--- config.mk ---
export PLATFORM = sky130hd
export DESIGN_NAME = ex_operand_stage
export DESIGN_NICKNAME = d
export VERILOG_FILES = /design/src/rtl/riscv_pkg.sv /design/src/rtl/fwd_mux.sv /design/src/rtl/ex_operand_stage.sv
export SDC_FILE = /design/constraint.sdc
export NUM_CORES = 1
export LEC_CHECK = 0
export CORE_ASPECT_RATIO = 1.75
export CORE_MARGIN = 2
export CORE_UTILIZATION = 35
export DETAILED_ROUTE_END_ITERATION = 6
export PLACE_DENSITY = 0.67
export RECOVER_POWER = 50
export SLEW_MARGIN = 30
export SYNTH_ARGS = -nofsm -noshare
export SYNTH_HDL_FRONTEND = slang
export SYNTH_SLANG_ARGS = --single-unit
--- constraint.sdc ---
create_clock -name clk -period 16.9 [get_ports clk]
set_clock_uncertainty 0.15 [all_clocks]
set_input_delay 3.38 -clock clk [delete_from_list [all_inputs] [get_ports clk]]
set_output_delay 3.38 -clock clk [all_outputs]
set_load 0.1 [all_outputs]
--- src/rtl/riscv_pkg.sv ---
// Shared RV32I pipeline definitions: ALU op codes, result-source encodings
// and forwarding-select values.
package riscv_pkg;

    typedef enum logic [3:0] {
        ALU_ADD  = 4'b0000,
        ALU_SUB  = 4'b0001,
        ALU_AND  = 4'b0010,
        ALU_OR   = 4'b0011,
        ALU_XOR  = 4'b0100,
        ALU_SLT  = 4'b0101,
        ALU_SLL  = 4'b0110,
        ALU_SRL  = 4'b0111,
        ALU_SRA  = 4'b1000,
        ALU_SLTU = 4'b1001
    } alu_op_e;

    typedef enum logic [1:0] {
        RES_ALU  = 2'b00,
        RES_LOAD = 2'b01,
        RES_PC4  = 2'b10
    } result_src_e;

    typedef enum logic [1:0] {
        FWD_RF  = 2'b00,
        FWD_WB  = 2'b01,
        FWD_MEM = 2'b10
    } fwd_sel_e;

endpackage

--- src/rtl/fwd_mux.sv ---
// Per-operand bypass: picks the MEM result, then the WB result, then the
// register-file value. x0 is never bypassed.
module fwd_mux
    import riscv_pkg::*;
#(
    parameter int XLEN = 32,
    parameter int REGW = 5
) (
    input  logic [REGW-1:0] rs,
    input  logic [XLEN-1:0] rf_val,
    input  logic [REGW-1:0] m_rd,
    input  logic            m_regwrite,
    input  logic [XLEN-1:0] m_val,
    input  logic [REGW-1:0] w_rd,
    input  logic            w_regwrite,
    input  logic [XLEN-1:0] w_val,
    output logic [XLEN-1:0] fwd_val,
    output fwd_sel_e        fwd_sel
);

    always_comb begin
        fwd_sel = FWD_RF;
        fwd_val = rf_val;
        if (rs != '0) begin
            if (m_regwrite && (m_rd == rs)) begin
                fwd_sel = FWD_MEM;
                fwd_val = m_val;
            end else if (w_regwrite && (w_rd == rs)) begin
                fwd_sel = FWD_WB;
                fwd_val = w_val;
            end
        end
    end

endmodule

--- src/rtl/ex_operand_stage.sv ---
// ID/EX pipeline register with MEM/WB operand forwarding feeding the ALU,
// plus load-use hazard detection against the decode slot.
module ex_operand_stage
    import riscv_pkg::*;
#(
    parameter int XLEN = 32,
    parameter int REGW = 5
) (
    input  logic            clk,
    input  logic            reset,
    input  logic            stall_e,
    input  logic            flush_e,
    input  logic            d_valid,
    input  logic [REGW-1:0] d_rs1,
    input  logic [REGW-1:0] d_rs2,
    input  logic [REGW-1:0] d_rd,
    input  logic [XLEN-1:0] d_rd1,
    input  logic [XLEN-1:0] d_rd2,
    input  logic [XLEN-1:0] d_imm,
    input  logic [XLEN-1:0] d_pc,
    input  logic [3:0]      d_alucontrol,
    input  logic            d_alusrc_a,
    input  logic            d_alusrc_b,
    input  logic            d_regwrite,
    input  logic            d_memwrite,
    input  logic            d_branch,
    input  logic            d_jump,
    input  logic [1:0]      d_resultsrc,
    input  logic [2:0]      d_funct3,
    input  logic [REGW-1:0] m_rd,
    input  logic            m_regwrite,
    input  logic [XLEN-1:0] m_aluresult,
    input  logic [REGW-1:0] w_rd,
    input  logic            w_regwrite,
    input  logic [XLEN-1:0] w_result,
    output logic            e_valid,
    output logic [XLEN-1:0] e_a,
    output logic [XLEN-1:0] e_b,
    output logic [3:0]      e_alucontrol,
    output logic [XLEN-1:0] e_writedata,
    output logic [REGW-1:0] e_rd,
    output logic [XLEN-1:0] e_pc,
    output logic [2:0]      e_funct3,
    output logic            e_regwrite,
    output logic            e_memwrite,
    output logic            e_branch,
    output logic            e_jump,
    output logic [1:0]      e_resultsrc,
    output logic            load_use
);

    typedef struct packed {
        logic            valid;
        logic [REGW-1:0] rs1;
        logic [REGW-1:0] rs2;
        logic [REGW-1:0] rd;
        logic [XLEN-1:0] rd1;
        logic [XLEN-1:0] rd2;
        logic [XLEN-1:0] imm;
        logic [XLEN-1:0] pc;
        logic [3:0]      alucontrol;
        logic            alusrc_a;
        logic            alusrc_b;
        logic            regwrite;
        logic            memwrite;
        logic            branch;
        logic            jump;
        logic [1:0]      resultsrc;
        logic [2:0]      funct3;
    } ex_reg_t;

    ex_reg_t         ex_q, ex_d;
    logic [XLEN-1:0] rs1_val, rs2_val;
    fwd_sel_e        rs1_sel, rs2_sel;

    // An all-zero record is a valid bubble: ADD, RES_ALU, no side effects.
    always_comb begin
        ex_d = ex_q;
        if (flush_e || (!stall_e && !d_valid)) begin
            ex_d = '0;
            ex_d.alucontrol = ALU_ADD;
            ex_d.resultsrc  = RES_ALU;
        end else if (!stall_e) begin
            ex_d.valid      = 1'b1;
            ex_d.rs1        = d_rs1;
            ex_d.rs2        = d_rs2;
            ex_d.rd         = d_rd;
            ex_d.rd1        = d_rd1;
            ex_d.rd2        = d_rd2;
            ex_d.imm        = d_imm;
            ex_d.pc         = d_pc;
            ex_d.alucontrol = d_alucontrol;
            ex_d.alusrc_a   = d_alusrc_a;
            ex_d.alusrc_b   = d_alusrc_b;
            ex_d.regwrite   = d_regwrite;
            ex_d.memwrite   = d_memwrite;
            ex_d.branch     = d_branch;
            ex_d.jump       = d_jump;
            ex_d.resultsrc  = d_resultsrc;
            ex_d.funct3     = d_funct3;
        end
    end

    always_ff @(posedge clk or posedge reset) begin
        if (reset) ex_q <= '0;
        else       ex_q <= ex_d;
    end

    fwd_mux #(.XLEN(XLEN), .REGW(REGW)) u_fwd_rs1 (
        .rs(ex_q.rs1), .rf_val(ex_q.rd1),
        .m_rd(m_rd), .m_regwrite(m_regwrite), .m_val(m_aluresult),
        .w_rd(w_rd), .w_regwrite(w_regwrite), .w_val(w_result),
        .fwd_val(rs1_val), .fwd_sel(rs1_sel)
    );

    fwd_mux #(.XLEN(XLEN), .REGW(REGW)) u_fwd_rs2 (
        .rs(ex_q.rs2), .rf_val(ex_q.rd2),
        .m_rd(m_rd), .m_regwrite(m_regwrite), .m_val(m_aluresult),
        .w_rd(w_rd), .w_regwrite(w_regwrite), .w_val(w_result),
        .fwd_val(rs2_val), .fwd_sel(rs2_sel)
    );

    x0_rs1_not_forwarded: assert property (@(posedge clk) disable iff (reset)
        (ex_q.rs1 != '0) || (rs1_sel == FWD_RF));
    x0_rs2_not_forwarded: assert property (@(posedge clk) disable iff (reset)
        (ex_q.rs2 != '0) || (rs2_sel == FWD_RF));

    assign e_valid      = ex_q.valid;
    assign e_a          = ex_q.alusrc_a ? ex_q.pc  : rs1_val;
    assign e_b          = ex_q.alusrc_b ? ex_q.imm : rs2_val;
    assign e_writedata  = rs2_val;
    assign e_alucontrol = ex_q.alucontrol;
    assign e_rd         = ex_q.rd;
    assign e_pc         = ex_q.pc;
    assign e_funct3     = ex_q.funct3;
    assign e_regwrite   = ex_q.regwrite;
    assign e_memwrite   = ex_q.memwrite;
    assign e_branch     = ex_q.branch;
    assign e_jump       = ex_q.jump;
    assign e_resultsrc  = ex_q.resultsrc;

    assign load_use = ex_q.valid && (ex_q.resultsrc == RES_LOAD) && (ex_q.rd != '0)
                   && d_valid && ((d_rs1 == ex_q.rd) || (d_rs2 == ex_q.rd));

endmodule

; Word level (Yosys, flattened, before mapping)
; Index checks and enable logic that the tools add are counted.
[word_totals]
ff_bits = 159
input_bits = 239
output_inout_bits = 148
elab_cells = 51
[op_classes]
n_eq_ne = 8
mux = 10
n_reduce_logical = 16
[ops]
columns = operator, n
row1 = $mux 159, 2
row2 = $mux 32, 8
row3 = $eq 5x5->1, 6
row4 = $reduce_bool 5->1, 3
row5 = $logic_and 1x1->1, 9
row6 = $eq 2x1->1 const B, 1
row7 = $logic_not 1->1, 2
row8 = $logic_or 1x1->1, 2
row9 = $ne 2x1->1 const B, 1

; Depth between registers and ports, before layout
; Gate-level depths: netlist of the first run.
[logic_depth]
ltp_word = 6
depth_mapped = 7
depth_no_buf = 5

; Cells and area by module
; Synthesis of the first run repeated with hierarchy kept, for this count alone.
[unflattened]
hier_cells = 690
area_unflattened_um2 = 8584.5
[modules_own_cells]
columns = module, n_inst, cells_per_inst, area_per_inst_um2, seq_area_each_um2
row1 = ex_operand_stage, 1, 494, 6900.4, 3978.8
row2 = fwd_mux, 2, 98, 842.1, 0.0

; Worst setup path after synthesis of the first run
; Ideal clock, no wire load.
[synth_timing]
path_kind = input -> output
start = input m_rd[0]
end = output e_b[30]
arrival_ns = 6.382
t_required_ns = 13.370
path_slack_ns = 6.988
path_stages = 5
n_path_buf = 0
path_cell_list = xor2_1 > nor4_2 > nand3_4 > mux2i_1 > o21ai_0
[synth_via]
elab_chain_cells = 5
[synth_lines]
columns = element, line
row1 = start: declaration, ex_operand_stage.sv:30  ; input logic [REGW-1:0] m_rd,
row2 = $eq 5x5->1, fwd_mux.sv:25  ; if (m_regwrite && (m_rd == rs)) begin
row3 = $logic_and 1x1->1, fwd_mux.sv:25
row4 = $mux 32, fwd_mux.sv:25
row5 = $mux 32, fwd_mux.sv:24  ; if (rs != '0) begin
row6 = $mux 32, ex_operand_stage.sv:130  ; assign e_b = ex_q.alusrc_b ? ex_q.imm : rs2_val;
row7 = end: declaration, ex_operand_stage.sv:38  ; output logic [XLEN-1:0] e_b,
; Every way passes these cells.

; Final worst setup path of the first run
[layout_timing]
start = input m_rd[0]
end = output e_writedata[18]
[layout_via]
elab_chain_cells = 4
[layout_lines]
columns = element, line
row1 = $eq 5x5->1, fwd_mux.sv:25
row2 = $logic_and 1x1->1, fwd_mux.sv:25
row3 = $mux 32, fwd_mux.sv:25
row4 = $mux 32, fwd_mux.sv:24
row5 = end: declaration, ex_operand_stage.sv:40  ; output logic [XLEN-1:0] e_writedata,
; Every way passes these cells.

==> results.yml, run 1 <==
worst_setup_path:
  crit_path_max_fanout: 34
  endpoint_kind: "primary output"
  critPathRequiredTime_ns: 13.37
  reg2reg_slack_ns: 15.57
  crit_path_start: "m_rd[0]"
  arrival_ns: 7.53
  crit_type: "primary input to primary output"
  r2r_start: "ex_q[10]$_DFFE_PP0P_"
  setup.worst_path.start_class: "primary input"
  reg2regPathDepth: 2
  critPathCapture: "e_writedata[18]"
  r2r_end: "ex_q[10]$_DFFE_PP0P_"
global_route:
  gr-total-overflow: 0
  grt_use_total_pct: 25.8
  grt_pass1_vias: 8671
  antenna_found_initial: 11
  grt_pass1_wl_um: 55100
  grt_max_degree: 95
drt:
  vias: 8503
  postRouteAntennaNets: 0
  dr.pass1.iters: 5
  first_iter_violations: 428
  drt-total-wl_um: 37700
  wl_per_cell_um: 24.4
  drc: 0
  via_per_inst: 5.50
logic_synthesis:
  yosys_warnings: 0
  synthAdderAreaFrac_pct: 0
  synth_edf_count: 0
  yosysUniqueCellTypes: 38
  yosysTopAreaCellShare_pct: 41.3
  synth_common_cells: "a22o_1 (160), dfrtp_1 (159), mux2i_1 (125)"
  synthArstFlopShare_pct: 100
  syn_area_mm2: 0.00963
  synth_area_leaders: "dfrtp_1 (41%), a22o_1 (15%), mux2i_1 (13%)"
  synth.area.mux_share_pct: 13.2
  synth.ff_latch_count: 159
  synth_top_family_by_area: "compound AO/OA/AOI/OAI gates"
  yosys.area.top_type: "dfrtp_1"
  synthesis.nets: 1109
  synth_compound_area_share_pct: 26.7
  seq_area_frac_synth_pct: 41.3
  synth.most_common_cell: "a22o_1"
  synth_xor_area_share_pct: 2.73
  avgSynthCellArea_um2: 11.1
  ys.flop_type: "dfrtp_1"
  synth_simple_gate_area_share_pct: 6.90
  synth_cells: 870
timing:
  worst_slew_pin_slew_ns: 4.50
  fin_crit_ns: 11.06
  max-slew-margin-rel_pct: -201
  max_clock_freq_mhz: 90.4
  hold_violations: 0
  setup_tns_ns: 0
  period_share_pct: 65.4
  final-max-slew-violation-count: 272
  finalSetupViolCount: 0
  hold-worst-slack_ns: 0.354
  rsz0062_at_grt: "false"
die:
  die_h_um: 223
  coreArea_mm2: 0.0271
  pin_count: 387
  start_util_pct: 35.5
  die_w_um: 129
  dieArea_mm2: 0.0289
  rows: 80
power_and_ir_drop:
  power_density_mw_per_mm2: 84.1
  p_leak_nw: 6.30
  max-vdd-ir-drop_v: 0.0000711
cts:
  cts_root_buf: "clkbuf_16"
  clk_latency_ns: 0.44
  tritoncts: "yes"
  clkTransAtPathRegs_ns: 0.06
  cts_buffers: 17
  post_cts_buffers: 0
  cts_sinks: 159
  clockBufferDepth: 2
  cts-resized-gates: 0
  cts_hold_buf: 0
  htreeDepth: 4
placed_design:
  placed_area_mm2: 0.0133
  io_buffers: 386
  globalplace.congestion: 0.943
  dp_hpwl_um: 27700
finish:
  stdcell_area_mm2: 0.0139
  finalNetCount: 1395
  multi_input_area_mm2: 0.00481
  num-fill-cells: 2424
  regArea_mm2: 0.00398
  area_delta_synth_final_pct: 44.7
  drive_gt1_share_pct: 10.6
min_path:
  hold_class: "flop to flop"
flow_run:
  maxCapViolCount: 4
outcome:
  violations: "max-capacitance violations, max-slew violations"
  status: "finished, violations left"
-- cell usage in the layout, fill, tap and decap left out, types with 8 or more instances in the layout --
cell type	Yosys	final
clkdlybuf4s50_1	0	340
a22o_1	160	160
dfrtp_1	159	157
mux2i_1	125	125
dlygate4sd3_1	0	35
inv_1	34	33
a2bb2oi_1	33	33
a21oi_1	33	33
nand4b_1	32	32
or2_2	31	31
o31ai_1	31	31
a2bb2oi_2	29	29
xor2_1	19	19
clkbuf_16	0	17
xnor2_1	11	11
buf_4	52	11
diode_2	0	8
-- registers in the layout, summed over array words and instances (netlist names), 2 cells and up --
name and flops:
e_rd 5, e_resultsrc 2, e_pc 32, ex_q 108, e_alucontrol 4, e_funct3 3
-- cell type report --
| cell class | instances | area share, % |
|---|---|---|
| repair buffers | 399 | 28.0 |
| multi-input cells | 545 | 34.6 |
| clock inverters | 10 | 1.08 |
| clock buffers | 22 | 3.40 |
| diodes | 8 | 0.144 |
| well taps | 369 | 3.31 |
| flip-flops and latches | 159 | 28.6 |
| inverters | 34 | 0.925 |
-- stage by stage --
step | cells | setup slack (ns) | total power, mW | util, %
after floorplan | 870 | 6.99 | 0.644 | -
after global placement | 1506 | 5.86 | 0.763 | 49.2
after detailed placement | 1506 | 5.80 | 0.765 | 49.1
after CTS | 1538 | 5.80 | 1.18 | 51.4
after global routing | 1546 | 5.66 | 1.21 | 51.3
final | 1546 | 5.84 | 1.17 | 51.3
-- cells by family after synthesis --
kind of cell	count (synthesis)
buffers and inverters	166
AND/OR/NAND/NOR	96
flip-flops	159
XOR/XNOR	30
AO/OA/AOI/OAI	292
multiplexers	127
-- worst min-delay path by stage --
stage,startpoint,endpoint,depth (start not counted)
after floorplan,ex_q[141]$_DFFE_PP0P_,ex_q[141]$_DFFE_PP0P_,1
after global placement,ex_q[132]$_DFFE_PP0P_,ex_q[132]$_DFFE_PP0P_,1
after detailed placement,e_memwrite$_DFFE_PP0P_,e_memwrite$_DFFE_PP0P_,1
after CTS,ex_q[111]$_DFFE_PP0P_,ex_q[111]$_DFFE_PP0P_,1
after global routing,e_regwrite$_DFFE_PP0P_,e_regwrite$_DFFE_PP0P_,1
final,e_regwrite$_DFFE_PP0P_,e_regwrite$_DFFE_PP0P_,1
-- where the power goes --
group | leakage, nW | switching (mW) | internal, mW | total [mW]
Sequential | 2.17 | 0.0147 | 0.395 | 0.410
Combinational | 3.83 | 0.225 | 0.122 | 0.347
Clock | 0.302 | 0.169 | 0.247 | 0.415
Total | 6.30 | 0.408 | 0.764 | 1.17
-- per-layer routing --
metal,track usage [%],share of wire (%)
met1,31.0,39
met2,42.5,51
met3,6.00,6.2
met4,13.2,4.6
met5,0,0.10
-- critical path, stage by stage --
cell             delay [ns]
clkdlybuf4s50_1        0.46
xor2_1                 0.17
nor4_2                 0.44
nand3_4                0.60
a21oi_4                0.66
buf_4                  0.44
a2bb2oi_2              0.17
clkdlybuf4s50_1        1.15
No activity file was read; power rests on OpenSTA's default activity.
==> run 2, diff against run 1 <==
- PLACE_DENSITY: 0.67 -> 0.7
- clock period: 16.9 -> 8.95 ns (I/O delays scaled with it)
==> results.yml, run 2 (synthesis gave the netlist of run 1 again) <==
worst_setup_path:
  r2r_start: "ex_q[10]$_DFFE_PP0P_"
  crit_path_max_fanout: 18
  reg2regPathDepth: 2
  arrival_ns: 5.31
  crit_type: "primary input to primary output"
  critPathRequiredTime_ns: 7.01
  setup.worst_path.start_class: "primary input"
  reg2reg_slack_ns: 7.63
  endpoint_kind: "primary output"
  r2r_end: "ex_q[10]$_DFFE_PP0P_"
finish:
  top_register: "ex_q"
  drive_gt1_share_pct: 15.5
  final_common_cell: "clkdlybuf4s50_1"
  largest_reg_flops: 108
  finalNetCount: 1397
  area_delta_synth_final_pct: 42.7
  fin_cells: 1547
  layout_common_cells: "clkdlybuf4s50_1 (319), a22o_1 (160), dfrtp_1 (157), mux2i_1 (125), buf_4 (75)"
min_path:
  min_to: "ex_q[120]$_DFFE_PP0P_"
  hold_class: "flop to flop"
  min_path_cells: 1
  min_from: "ex_q[120]$_DFFE_PP0P_"
timing:
  max_clock_freq_mhz: 138
  finalSetupViolCount: 0
  worst_slew_pin_slew_ns: 4.39
  hold_violations: 0
  final-max-slew-violation-count: 333
  setup_tns_ns: 0
  max-slew-margin-rel_pct: -194
  rsz0062_at_grt: "false"
  fin_ws_ns: 1.70
  hold-worst-slack_ns: 0.349
  period_share_pct: 81.1
  fin_crit_ns: 7.25
die:
  rows: 80
  start_util_pct: 35.5
  coreArea_mm2: 0.0271
  die_h_um: 223
  pin_count: 387
  die_w_um: 129
  dieArea_mm2: 0.0289
power_and_ir_drop:
  p_sw_mw: 0.780
  p_leak_nw: 6.28
  swShare_pct: 36.8
  p_int_mw: 1.34
  clkPwrFrac_pct: 32.8
  power_frac_seq_pct: 36.3
  power_density_mw_per_mm2: 154
  power_frac_comb_pct: 30.9
  max-vdd-ir-drop_v: 0.000135
drt:
  drc: 0
  drt-total-wl_um: 36900
  dr.pass1.iters: 5
  via_per_inst: 5.48
  first_iter_violations: 411
  wl_per_cell_um: 23.8
  vias: 8472
  postRouteAntennaNets: 0
global_route:
  grt_pass1_wl_um: 54200
  grt_use_total_pct: 25.2
  gr-total-overflow: 0
  grt_pass1_vias: 8727
  grt_max_degree: 93
  antenna_found_initial: 7
cts:
  cts_sinks: 159
  cts_root_buf: "clkbuf_16"
  htreeDepth: 4
  cts-resized-gates: 0
  tritoncts: "yes"
  clockBufferDepth: 2
  clk_latency_ns: 0.45
  cts_hold_buf: 0
  clkTransAtPathRegs_ns: 0.06
  post_cts_buffers: 0
  cts_buffers: 17
placed_design:
  dp_cells: 1508
  dpl_worst_slack_ns: 1.69
  dp_hpwl_um: 26900
  io_buffers: 386
  globalplace.congestion: 0.907
flow_run:
  maxCapViolCount: 5
outcome:
  violations: "max-capacitance violations, max-slew violations"
  status: "finished, violations left"
run 2: cell count changes in the layout (fill, tap and decap cells not counted), moves of 2 or more:
cell	before	now
bufinv_16	3	0
buf_2	7	1
buf_4	11	75
clkbuf_1	7	4
clkinv_2	0	2
dlygate4sd3_1	35	2
clkbuf_8	3	1
clkdlybuf4s50_1	340	319
clkinv_4	2	5
run 2: worst max-delay path, stage by stage:
cell             delay (ns)
clkdlybuf4s50_1        0.52
xor2_1                 0.19
nor4_1                 0.09
and3_2                 0.23
o21ai_4                0.59
buf_4                  0.44
mux2i_1                0.28
clkdlybuf4s50_1        1.17
run 2: area by class of cell:
class                           count  area [um^2]
Tap cell                          369          462
Multi-Input combinational cell    545         4800
Fill cell                        2468        13400
Inverter                           34          129
Sequential cell                   159         3980
Clock inverter                     13          106
Antenna cell                        7         17.5
Timing Repair Buffer              401         3800
Clock buffer                       19          443
run 2: how the worst max path moves through the flow:
stage | from | endpoint | slack (ns)
floorplan | m_rd[0] | e_b[30] | 2.22
global placement | m_rd[1] | e_a[16] | 1.81
detailed placement | m_rd[1] | e_a[18] | 1.69
CTS | m_rd[1] | e_a[18] | 1.66
global route | reset | ex_q[142]$_DFFE_PP0P_ | 1.59
finish | m_rd[1] | e_a[18] | 1.70
run 2: power by group through the flow:
stage          logic (mW)  clock network, mW  registers (mW)
3_3_place_gp        0.652                  0           0.782
3_5_place_dp        0.655                  0           0.783
6_report            0.655              0.696           0.770
2_1_floorplan       0.436                  0           0.781
4_1_cts             0.657              0.712           0.770
5_1_grt             0.684              0.740           0.773
run 2: routing by layer:
metal  vias to the layer above  global-route usage (%)  share of wire [%]  wire, um
li1                       3857                       -                  -         -
met1                      4207                    30.8                 40     14900
met2                       341                    42.2                 50     18600
met3                        65                    5.16                5.3      1970
met4                         2                    11.4                3.7      1350
met5                         -                       0              0.043        16
run 2: stage by stage:
step / cell area (um^2) / total power [mW] / util, %
global route: 13700 / 2.20 / 50.6
finish: 13700 / 2.12 / 50.7
detailed placement: 13200 / 1.44 / 48.7
floorplan: 9630 / 1.22 / -
CTS: 13800 / 2.14 / 50.7
global placement: 13200 / 1.43 / 48.7
